[src/rtl/pc_fetch_unit_pkg.sv]
// Shared definitions for the IF-stage program-counter / next-PC unit.
// Contents: the ID-stage branch and jump opcode encodings, the fetch
// state encodings, the default reset PC, and a branch offset helper.
package pc_fetch_unit_pkg;

  localparam logic [31:0] DEFAULT_RESET_PC = 32'h0000_3000;

  typedef enum logic [1:0] {
    BR_NONE = 2'b00,
    BR_BEQ  = 2'b01,
    BR_BNE  = 2'b10
  } br_op_e;

  typedef enum logic [1:0] {
    JMP_NONE = 2'b00,
    JMP_J    = 2'b01,
    JMP_JAL  = 2'b10,
    JMP_JR   = 2'b11
  } jmp_op_e;

  typedef enum logic [1:0] {
    ST_BOOT  = 2'b00,
    ST_FETCH = 2'b01,
    ST_HOLD  = 2'b10
  } fetch_state_e;

  // Sign-extended word offset of a branch immediate (imm16 << 2).
  function automatic logic [31:0] branch_offset(input logic [15:0] imm16);
    return {{14{imm16[15]}}, imm16, 2'b00};
  endfunction

endpackage

[src/rtl/pc_fetch_unit_npc_calc.sv]
// Combinational redirect decode for the instruction currently in ID.
// Ports:
//   id_br_op, id_jmp_op  - branch / jump opcode of the ID instruction
//   id_pc                - PC of the ID instruction
//   id_imm16, id_index26 - branch offset and j/jal index fields
//   id_rs_val            - forwarded rs value (jr target)
//   cmp_zero             - ID comparator result, 1 when rs == rt
//   redirect             - the instruction redirects (taken branch or jump)
//   target               - redirect target address
// Validity of the ID slot and stall gating are applied by the caller.
module pc_fetch_unit_npc_calc
  import pc_fetch_unit_pkg::*;
(
  input  logic [1:0]  id_br_op,
  input  logic [1:0]  id_jmp_op,
  input  logic [31:0] id_pc,
  input  logic [15:0] id_imm16,
  input  logic [25:0] id_index26,
  input  logic [31:0] id_rs_val,
  input  logic        cmp_zero,
  output logic        redirect,
  output logic [31:0] target
);

  logic [31:0] br_target;
  logic [31:0] j_target;

  // Branch target is relative to the delay-slot address (id_pc + 4).
  assign br_target = id_pc + 32'd4 + branch_offset(id_imm16);
  assign j_target  = {id_pc[31:28], id_index26, 2'b00};

  // Jumps take priority over branch decode; the two are never both
  // set by a real decoder.
  always_comb begin
    redirect = 1'b0;
    target   = br_target;
    case (id_jmp_op)
      JMP_J, JMP_JAL: begin
        redirect = 1'b1;
        target   = j_target;
      end
      JMP_JR: begin
        redirect = 1'b1;
        target   = id_rs_val;
      end
      default: begin
        case (id_br_op)
          BR_BEQ:  redirect = cmp_zero;
          BR_BNE:  redirect = !cmp_zero;
          default: redirect = 1'b0;
        endcase
      end
    endcase
  end

endmodule

[src/rtl/pc_fetch_unit.sv]
// IF-stage program counter and next-PC unit of the 5-stage MIPS pipeline.
// Resolves branch / jump redirects coming from ID with delayed-branch
// semantics and issues instruction-memory fetches.
// Ports:
//   clk, reset_n         - clock, asynchronous active-low reset
//   stall                - hazard stall, ID frozen (no redirect resolves)
//   id_valid             - ID holds a real instruction
//   id_br_op, id_jmp_op  - opcode of the ID instruction
//   id_pc, id_imm16, id_index26, id_rs_val, cmp_zero - redirect operands
//   imem_req, imem_addr  - fetch request and its address
//   imem_ready           - fetch completes this cycle
//   if_pc, if_valid      - PC of the word being fetched, word valid this cycle
//   redirect_pending     - a resolved target waits for the delay-slot delivery
//   fsm_state            - current fetch state (fetch_state_e encoding)
//
// Handshake: a fetch completes in a cycle where imem_req && imem_ready.
// imem_addr is stable while imem_req is high and not ready. The completed
// word is presented with if_valid; ID takes it ("delivery") in any cycle
// with if_valid && !stall, otherwise it is held (HOLD, imem_req low) until
// stall drops.
module pc_fetch_unit
  import pc_fetch_unit_pkg::*;
#(
  parameter int          PC_W     = 32,
  parameter logic [31:0] RESET_PC = DEFAULT_RESET_PC
) (
  input  logic            clk,
  input  logic            reset_n,
  input  logic            stall,
  input  logic            id_valid,
  input  logic [1:0]      id_br_op,
  input  logic [1:0]      id_jmp_op,
  input  logic [PC_W-1:0] id_pc,
  input  logic [15:0]     id_imm16,
  input  logic [25:0]     id_index26,
  input  logic [PC_W-1:0] id_rs_val,
  input  logic            cmp_zero,
  output logic            imem_req,
  output logic [PC_W-1:0] imem_addr,
  input  logic            imem_ready,
  output logic [PC_W-1:0] if_pc,
  output logic            if_valid,
  output logic            redirect_pending,
  output logic [1:0]      fsm_state
);

  fetch_state_e    state_q, state_d;
  logic [PC_W-1:0] pc_q, pc_d;
  logic            pend_valid_q, pend_valid_d;
  logic [PC_W-1:0] pend_tgt_q, pend_tgt_d;

  logic            id_redirect;
  logic [PC_W-1:0] id_target;
  logic            resolve;
  logic            deliver;

  pc_fetch_unit_npc_calc u_npc_calc (
    .id_br_op   (id_br_op),
    .id_jmp_op  (id_jmp_op),
    .id_pc      (id_pc),
    .id_imm16   (id_imm16),
    .id_index26 (id_index26),
    .id_rs_val  (id_rs_val),
    .cmp_zero   (cmp_zero),
    .redirect   (id_redirect),
    .target     (id_target)
  );

  // A redirect only resolves while ID actually advances.
  assign resolve = id_valid && !stall && id_redirect;

  // Fetch FSM: outputs and delivery strobe.
  always_comb begin
    state_d  = state_q;
    imem_req = 1'b0;
    if_valid = 1'b0;
    deliver  = 1'b0;
    case (state_q)
      ST_BOOT: begin
        state_d = ST_FETCH;
      end
      ST_FETCH: begin
        imem_req = 1'b1;
        if (imem_ready) begin
          if_valid = 1'b1;
          if (stall) state_d = ST_HOLD;
          else       deliver = 1'b1;
        end
      end
      ST_HOLD: begin
        if_valid = 1'b1;
        if (!stall) begin
          deliver = 1'b1;
          state_d = ST_FETCH;
        end
      end
      default: state_d = ST_BOOT;
    endcase
  end

  // Next PC and pending target. The PC only moves when the current word
  // (possibly a delay slot) reaches ID; a redirect resolving without a
  // delivery is parked until that delivery happens.
  always_comb begin
    pc_d         = pc_q;
    pend_valid_d = pend_valid_q;
    pend_tgt_d   = pend_tgt_q;
    if (deliver) begin
      pend_valid_d = 1'b0;
      if (pend_valid_q) pc_d = pend_tgt_q;
      else if (resolve) pc_d = id_target;
      else              pc_d = pc_q + PC_W'(4);
    end else if (resolve) begin
      pend_valid_d = 1'b1;
      pend_tgt_d   = id_target;
    end
  end

  always_ff @(posedge clk or negedge reset_n) begin
    if (!reset_n) begin
      state_q      <= ST_BOOT;
      pc_q         <= RESET_PC[PC_W-1:0];
      pend_valid_q <= 1'b0;
      pend_tgt_q   <= '0;
    end else begin
      state_q      <= state_d;
      pc_q         <= pc_d;
      pend_valid_q <= pend_valid_d;
      pend_tgt_q   <= pend_tgt_d;
    end
  end

  assign if_pc            = pc_q;
  assign imem_addr        = pc_q;
  assign redirect_pending = pend_valid_q;
  assign fsm_state        = state_q;

  // While a target is pending ID can only hold bubbles, so a second
  // redirect must never resolve on top of it.
  a_single_pending_redirect: assert property (
    @(posedge clk) disable iff (!reset_n) !(pend_valid_q && resolve)
  );

endmodule

[config.mk]
export PLATFORM = sky130hd
export DESIGN_NAME = pc_fetch_unit
export DESIGN_NICKNAME = d
export VERILOG_FILES = /design/src/rtl/pc_fetch_unit_pkg.sv /design/src/rtl/pc_fetch_unit_npc_calc.sv /design/src/rtl/pc_fetch_unit.sv
export SDC_FILE = /design/constraint.sdc
export NUM_CORES = 1
export LEC_CHECK = 0
export CORE_ASPECT_RATIO = 0.75
export CORE_MARGIN = 4
export CORE_UTILIZATION = 45
export DETAILED_ROUTE_END_ITERATION = 16
export PLACE_DENSITY = 0.73
export SYNTH_ARGS = -nofsm -noshare
export SYNTH_HDL_FRONTEND = slang
export SYNTH_SLANG_ARGS = --single-unit
[constraint.sdc]
create_clock -name clk -period 5.6 [get_ports clk]
set_input_delay 1.68 -clock clk [delete_from_list [all_inputs] [get_ports clk]]
set_output_delay 1.68 -clock clk [all_outputs]
set_load 0.02 [all_outputs]
==> impl_metrics.yaml, run 1 <==
outcome:
  outcome: "finished clean"
route:
  ant_nets: 0
  num_vias: 6855
  drc: 0
  detail_route.wl_per_cell_um: 18.5
  wl_um: 21500
  drt_iter0_drc: 526
  first_pass_iters: 5
  viasPerCell: 5.90
die:
  row_count: 37
  die_area_sq_um: 16600
  die_y_um: 112
  ioPinCount: 185
  coreArea_sq_um: 14000
  initial_core_util_pct: 46.8
  die_x_um: 147
yosys:
  async_flop_share_pct: 100
  ys_seq_area_share_pct: 25.6
  synthFlopType: "dfrtp_1"
  syn_area_per_cell_sq_um: 7.89
  synth.top_cell.area_share_pct: 24.8
  synth-edff-count: 0
  syn_area_sq_um: 6550
  ys_warn_count: 0
  syn_nets: 1010
  synthTopCellsByArea: "dfrtp_1, ha_1, o21ai_0"
  synth_seq_cells: 67
  synth_cells: 830
  synthMostInstantiatedCell: "o21ai_0"
  yosys-top-cells-count: "o21ai_0, nand2_1, nor2_1, dfrtp_1"
  synth_top_area_cell: "dfrtp_1"
  synthDistinctLibCells: 66
critical_path:
  r2r_end: "if_pc[30]$_DFFE_PN0P_"
  crit_required_ns: 3.92
  crit_fanout: 4
  endpoint_kind: "output pin"
  cp-start-kind: "primary input"
  cp.arrival_ns: 3.18
  reg2regPathDepth: 8
  crit-reg2reg-launch: "if_pc[13]$_DFFE_PN1P_"
  critPathKind: "in2out"
  ff2ff_setup_slack_ns: 2.75
sta:
  tightest_slew_ns: 1.24
  fin_tns_setup_ns: 0
  skew_ns: 0.00553
  max-slew-margin-rel_pct: 17.6
  fin_crit_ns: 4.86
  finalMaxSlewViolations: 0
  rsz0062_at_grt: "no"
  setup_viol: 0
  fin_crit_sh_pct: 86.8
  max_freq_mhz: 206
  layout_setup_ws_ns: 0.737
  hold_violations: 0
pwr:
  leakage_nw: 3.66
  power.density_nw_per_um2: 393
  peakVddDrop_v: 0.000279
run:
  cap_violations: 0
placement:
  portBuffers: 184
  place_congestion: 0.939
  dp.cells: 1145
  pre_cts_ws_ns: 0.478
  dp_hpwl_um: 16600
worst_hold_path:
  hold_path_depth: 2
  hp-start: "pend_tgt_q[22]$_DFFE_PN0P_"
  holdPathEnd: "pend_tgt_q[22]$_DFFE_PN0P_"
  hp-class: "reg2reg"
final_layout:
  final_util_pct: 61.6
  n_fill_cell: 1277
  syn_to_final_growth_pct: 31.6
  fin_cells: 1161
  nNetsFinal: 1141
  diodes: 0
  drive_gt1_share_pct: 4.87
clocking:
  post_cts_resized: 0
  cts_max_level: 3
  holdBufCountCts: 0
  cts_num_sinks: 67
  root_buffer: "clkbuf_16"
  clk_path_buf_depth: 2
  cts_setup_buffers: 0
  numCtsBuffers: 9
  cts_tree: "yes"
  clk_pin_slew_ns: 0.05
  insertion_delay_ns: 0.34
global_route:
  antenna_found_initial: 0
  globalRouteTotalUtil_pct: 25.6
  grt_pass1_vias: 6642
  overflow: 0
  grt_pass1_wl_um: 34700
  grt_max_degree: 52
## power breakdown
part | total, W | switching (W) | internal, W | leakage [nW]
combinational | 0.00185 | 0.000992 | 0.000858 | 2.70
sequential | 0.000970 | 0.000260 | 0.000710 | 0.821
clock | 0.000565 | 0.000222 | 0.000343 | 0.141
## layer usage
metal	part of all wire, %	vias to the layer above	GRT usage (%)
met4	2.2	0	6.46
met1	46	3188	36.3
met2	44	319	40.0
met5	0	-	0
li1	-	3315	-
met3	8.1	33	5.29
## cell usage in the layout (no fill, tap or decap), types with 3 or more instances in the layout
master / netlist / routed
a211oi_1: 17 / 17
a21o_1: 23 / 23
a21oi_1: 63 / 63
a221o_1: 9 / 9
a221oi_1: 12 / 12
a22o_1: 6 / 6
a22oi_1: 20 / 20
a31oi_1: 6 / 6
and2_1: 4 / 4
and3_1: 15 / 15
buf_4: 32 / 15
clkbuf_16: 0 / 9
clkdlybuf4s50_1: 0 / 183
clkinv_2: 0 / 3
dfrtp_1: 65 / 65
ha_1: 63 / 62
inv_1: 22 / 22
mux2_2: 4 / 4
mux2i_1: 4 / 4
nand2_1: 76 / 76
nand2b_1: 6 / 6
nand3_1: 18 / 18
nand3b_1: 6 / 6
nand4_1: 17 / 17
nor2_1: 74 / 74
nor2b_1: 4 / 4
nor3_1: 22 / 22
o211ai_1: 3 / 3
o21a_1: 4 / 4
o21ai_0: 84 / 84
o21bai_1: 4 / 4
o221ai_1: 3 / 3
o22ai_1: 6 / 6
o31ai_1: 6 / 6
or3_1: 7 / 7
xnor2_1: 25 / 25
xor2_1: 12 / 12
## metrics by stage
| step | total power (W) | hold WS, ns | area, sq um |
|---|---|---|---|
| after floorplan | 0.00212 | 0.441 | 6550 |
| after global placement | 0.00279 | 0.459 | 8320 |
| after detailed placement | 0.00281 | 0.466 | 8320 |
| after CTS | 0.00339 | 0.478 | 8620 |
| after global routing | 0.00363 | 0.496 | 8620 |
| final | 0.00338 | 0.473 | 8620 |
## registers in the layout, summed over array words and instances (netlist names)
name,count
redirect_pending,1
pend_tgt_q,32
if_pc,32
fsm_state,2
## worst max-delay path, cell delays in order
cell             delay [ns]
clkdlybuf4s50_1        0.47
a21o_1                 0.12
nand2_1                0.13
inv_1                  0.13
clkdlybuf4s50_1        0.66
## cell families (layout without fill, tap and decap cells)
family                   count (synthesis)  count (layout)  share of synthesized area (%)
adder cells (fa/ha/maj)                 64              64                           12.3
AO/OA/AOI/OAI                          291             291                           29.0
multiplexers                             8               8                           1.30
flip-flops                              67              67                           25.6
buffers and inverters                  101             237                           7.66
AND/OR/NAND/NOR                        262             262                           19.1
XOR/XNOR                                37              37                           4.95
## layout make-up
class,instances,area [sq um],area share (%)
clock buffer,9,225,2.61
clock inverter,7,68.8,0.798
inverter,22,82.6,0.958
multi-input combinational,662,4370,50.7
sequential,67,1680,19.5
tap,195,244,2.83
timing repair buffer,199,1950,22.6
## worst max path at each step
stage	slack [ns]	from	endpoint	depth (start not counted)
final	0.74	imem_ready	if_valid	5
after global routing	0.51	id_imm16[15]	if_pc[31]$_DFFE_PN0P_	11
after detailed placement	0.48	id_imm16[15]	if_pc[31]$_DFFE_PN0P_	11
after floorplan	1.23	id_pc[3]	if_pc[31]$_DFFE_PN0P_	11
after CTS	0.74	imem_ready	if_valid	5
after global placement	0.54	id_imm16[15]	if_pc[31]$_DFFE_PN0P_	10
No activity file was read; power rests on OpenSTA's default activity.
==> run 2: changes to the inputs <==
Settings changed: CTS_CLUSTER_SIZE set to 16, REMOVE_ABC_BUFFERS set to 1.
==> impl_metrics.yaml, run 2 (same netlist as run 1, synthesis figures left out) <==
clocking:
  cts_num_sinks: 67
  clk_pin_slew_ns: 0.06
  post_cts_resized: 0
  insertion_delay_ns: 0.33
  holdBufCountCts: 0
  root_buffer: "clkbuf_16"
  cts_max_level: 3
  numCtsBuffers: 9
  cts_setup_buffers: 0
  clk_path_buf_depth: 2
  cts_tree: "yes"
final_layout:
  layout_common_cells: "clkdlybuf4s50_1, o21ai_0, nand2_1"
  design_area_sq_um: 8660
  diodes: 0
  final_common_cell: "clkdlybuf4s50_1"
  final_util_pct: 61.9
  fin_cells: 1160
  nNetsFinal: 1140
  syn_to_final_growth_pct: 32.3
  drive_gt1_share_pct: 4.87
critical_path:
  reg2regPathDepth: 8
  crit-reg2reg-launch: "if_pc[13]$_DFFE_PN1P_"
  crit_required_ns: 5.87
  endpoint_kind: "flip-flop"
  crit_fanout: 3
  r2r_end: "if_pc[30]$_DFFE_PN0P_"
  critPathKind: "in2reg"
  cp.arrival_ns: 5.17
  cp-start-kind: "primary input"
  ff2ff_setup_slack_ns: 2.78
sta:
  finalMaxSlewViolations: 0
  tightest_slew_ns: 0.927
  rsz0062_at_grt: "no"
  hold_violations: 0
  skew_ns: 0.00777
  max-slew-margin-rel_pct: 38.2
  hold_slack_ns: 0.476
  setup_viol: 0
  fin_crit_sh_pct: 87.5
  fin_tns_setup_ns: 0
  fin_crit_ns: 4.90
  max_freq_mhz: 204
outcome:
  outcome: "finished clean"
global_route:
  grt_pass1_wl_um: 33900
  grt_pass1_vias: 6513
  overflow: 0
  grt_max_degree: 53
  antenna_found_initial: 0
  globalRouteTotalUtil_pct: 25.0
route:
  ant_nets: 0
  drc: 0
  detail_route.wl_per_cell_um: 18.1
  drt_iter0_drc: 574
  num_vias: 6916
  wl_um: 21000
  first_pass_iters: 5
  viasPerCell: 5.96
placement:
  dp_hpwl_um: 15900
  place_congestion: 0.901
  portBuffers: 184
  dpl_cell_area_sq_um: 8320
  dp.cells: 1144
die:
  ioPinCount: 185
  row_count: 37
  die_x_um: 147
  initial_core_util_pct: 46.8
  die_area_sq_um: 16600
  coreArea_sq_um: 14000
  die_y_um: 112
pwr:
  peakVddDrop_v: 0.000166
  power.density_nw_per_um2: 400
  leakage_nw: 3.68
worst_hold_path:
  hp-class: "reg2reg"
  holdPathEnd: "pend_tgt_q[16]$_DFFE_PN0P_"
  hp-start: "pend_tgt_q[16]$_DFFE_PN0P_"
  hold_path_depth: 2
run:
  cap_violations: 0
## run 2: changes by cell type in the layout (fill, tap and decap cells not counted)
| cell | previous run | this run |
|---|---|---|
| bufinv_16 | 1 | 3 |
| buf_4 | 15 | 14 |
| clkinv_2 | 3 | 2 |
| clkinvlp_4 | 2 | 1 |
| nor2_1 | 74 | 73 |
| nor2_2 | 0 | 1 |
## run 2: worst max path at each step
| stage | endpoint | from | slack (ns) |
|---|---|---|---|
| final | if_pc[31]$_DFFE_PN0P_ | id_pc[3] | 0.70 |
| after global routing | pend_tgt_q[25]$_DFFE_PN0P_ | id_pc[3] | 0.46 |
| after CTS | if_pc[31]$_DFFE_PN0P_ | id_pc[3] | 0.71 |
| after detailed placement | if_pc[31]$_DFFE_PN0P_ | id_pc[3] | 0.37 |
| after global placement | if_pc[31]$_DFFE_PN0P_ | id_pc[3] | 0.45 |
| after floorplan | pend_tgt_q[26]$_DFFE_PN0P_ | id_jmp_op[0] | 0.82 |
## run 2: power by group
group | leakage (nW) | switching (W) | total (W) | internal (W)
Combinational | 2.69 | 0.000990 | 0.00184 | 0.000852
Clock | 0.165 | 0.000218 | 0.000652 | 0.000434
Sequential | 0.821 | 0.000260 | 0.000969 | 0.000710
Total | 3.68 | 0.00147 | 0.00346 | 0.00200
## run 2: through the flow
stage	setup slack (ns)	total power, W
after CTS	0.711	0.00346
after global placement	0.448	0.00277
after floorplan	0.822	0.00196
after global routing	0.460	0.00369
after detailed placement	0.370	0.00280
final	0.702	0.00346
## run 2: critical path: stages
cell and delay, ns:
clkdlybuf4s50_1 0.40, ha_1 0.30, ha_1 0.24, fa_1 0.43
a211oi_1 0.43, o211ai_1 0.18, nand4_1 0.18, a21oi_1 0.16
o221a_1 0.24, or3_1 0.30, a2111oi_0 0.45, o22a_1 0.18
## run 2: cell type report
class | count | area (sq um)
Inverter | 22 | 82.6
Timing Repair Buffer | 198 | 1940
Fill cell | 1329 | 5320
Clock buffer | 9 | 225
Clock inverter | 7 | 116
Multi-Input combinational cell | 662 | 4370
Tap cell | 195 | 244
Sequential cell | 67 | 1680
## run 2: per-layer routing
metal / GRT usage [%] / up-vias / share of wire [%]
li1: - / 3308 / -
met1: 36.5 / 3260 / 46
met2: 38.9 / 332 / 43
met3: 5.17 / 16 / 9.5
met4: 4.22 / 0 / 0.92
met5: 0 / - / 0
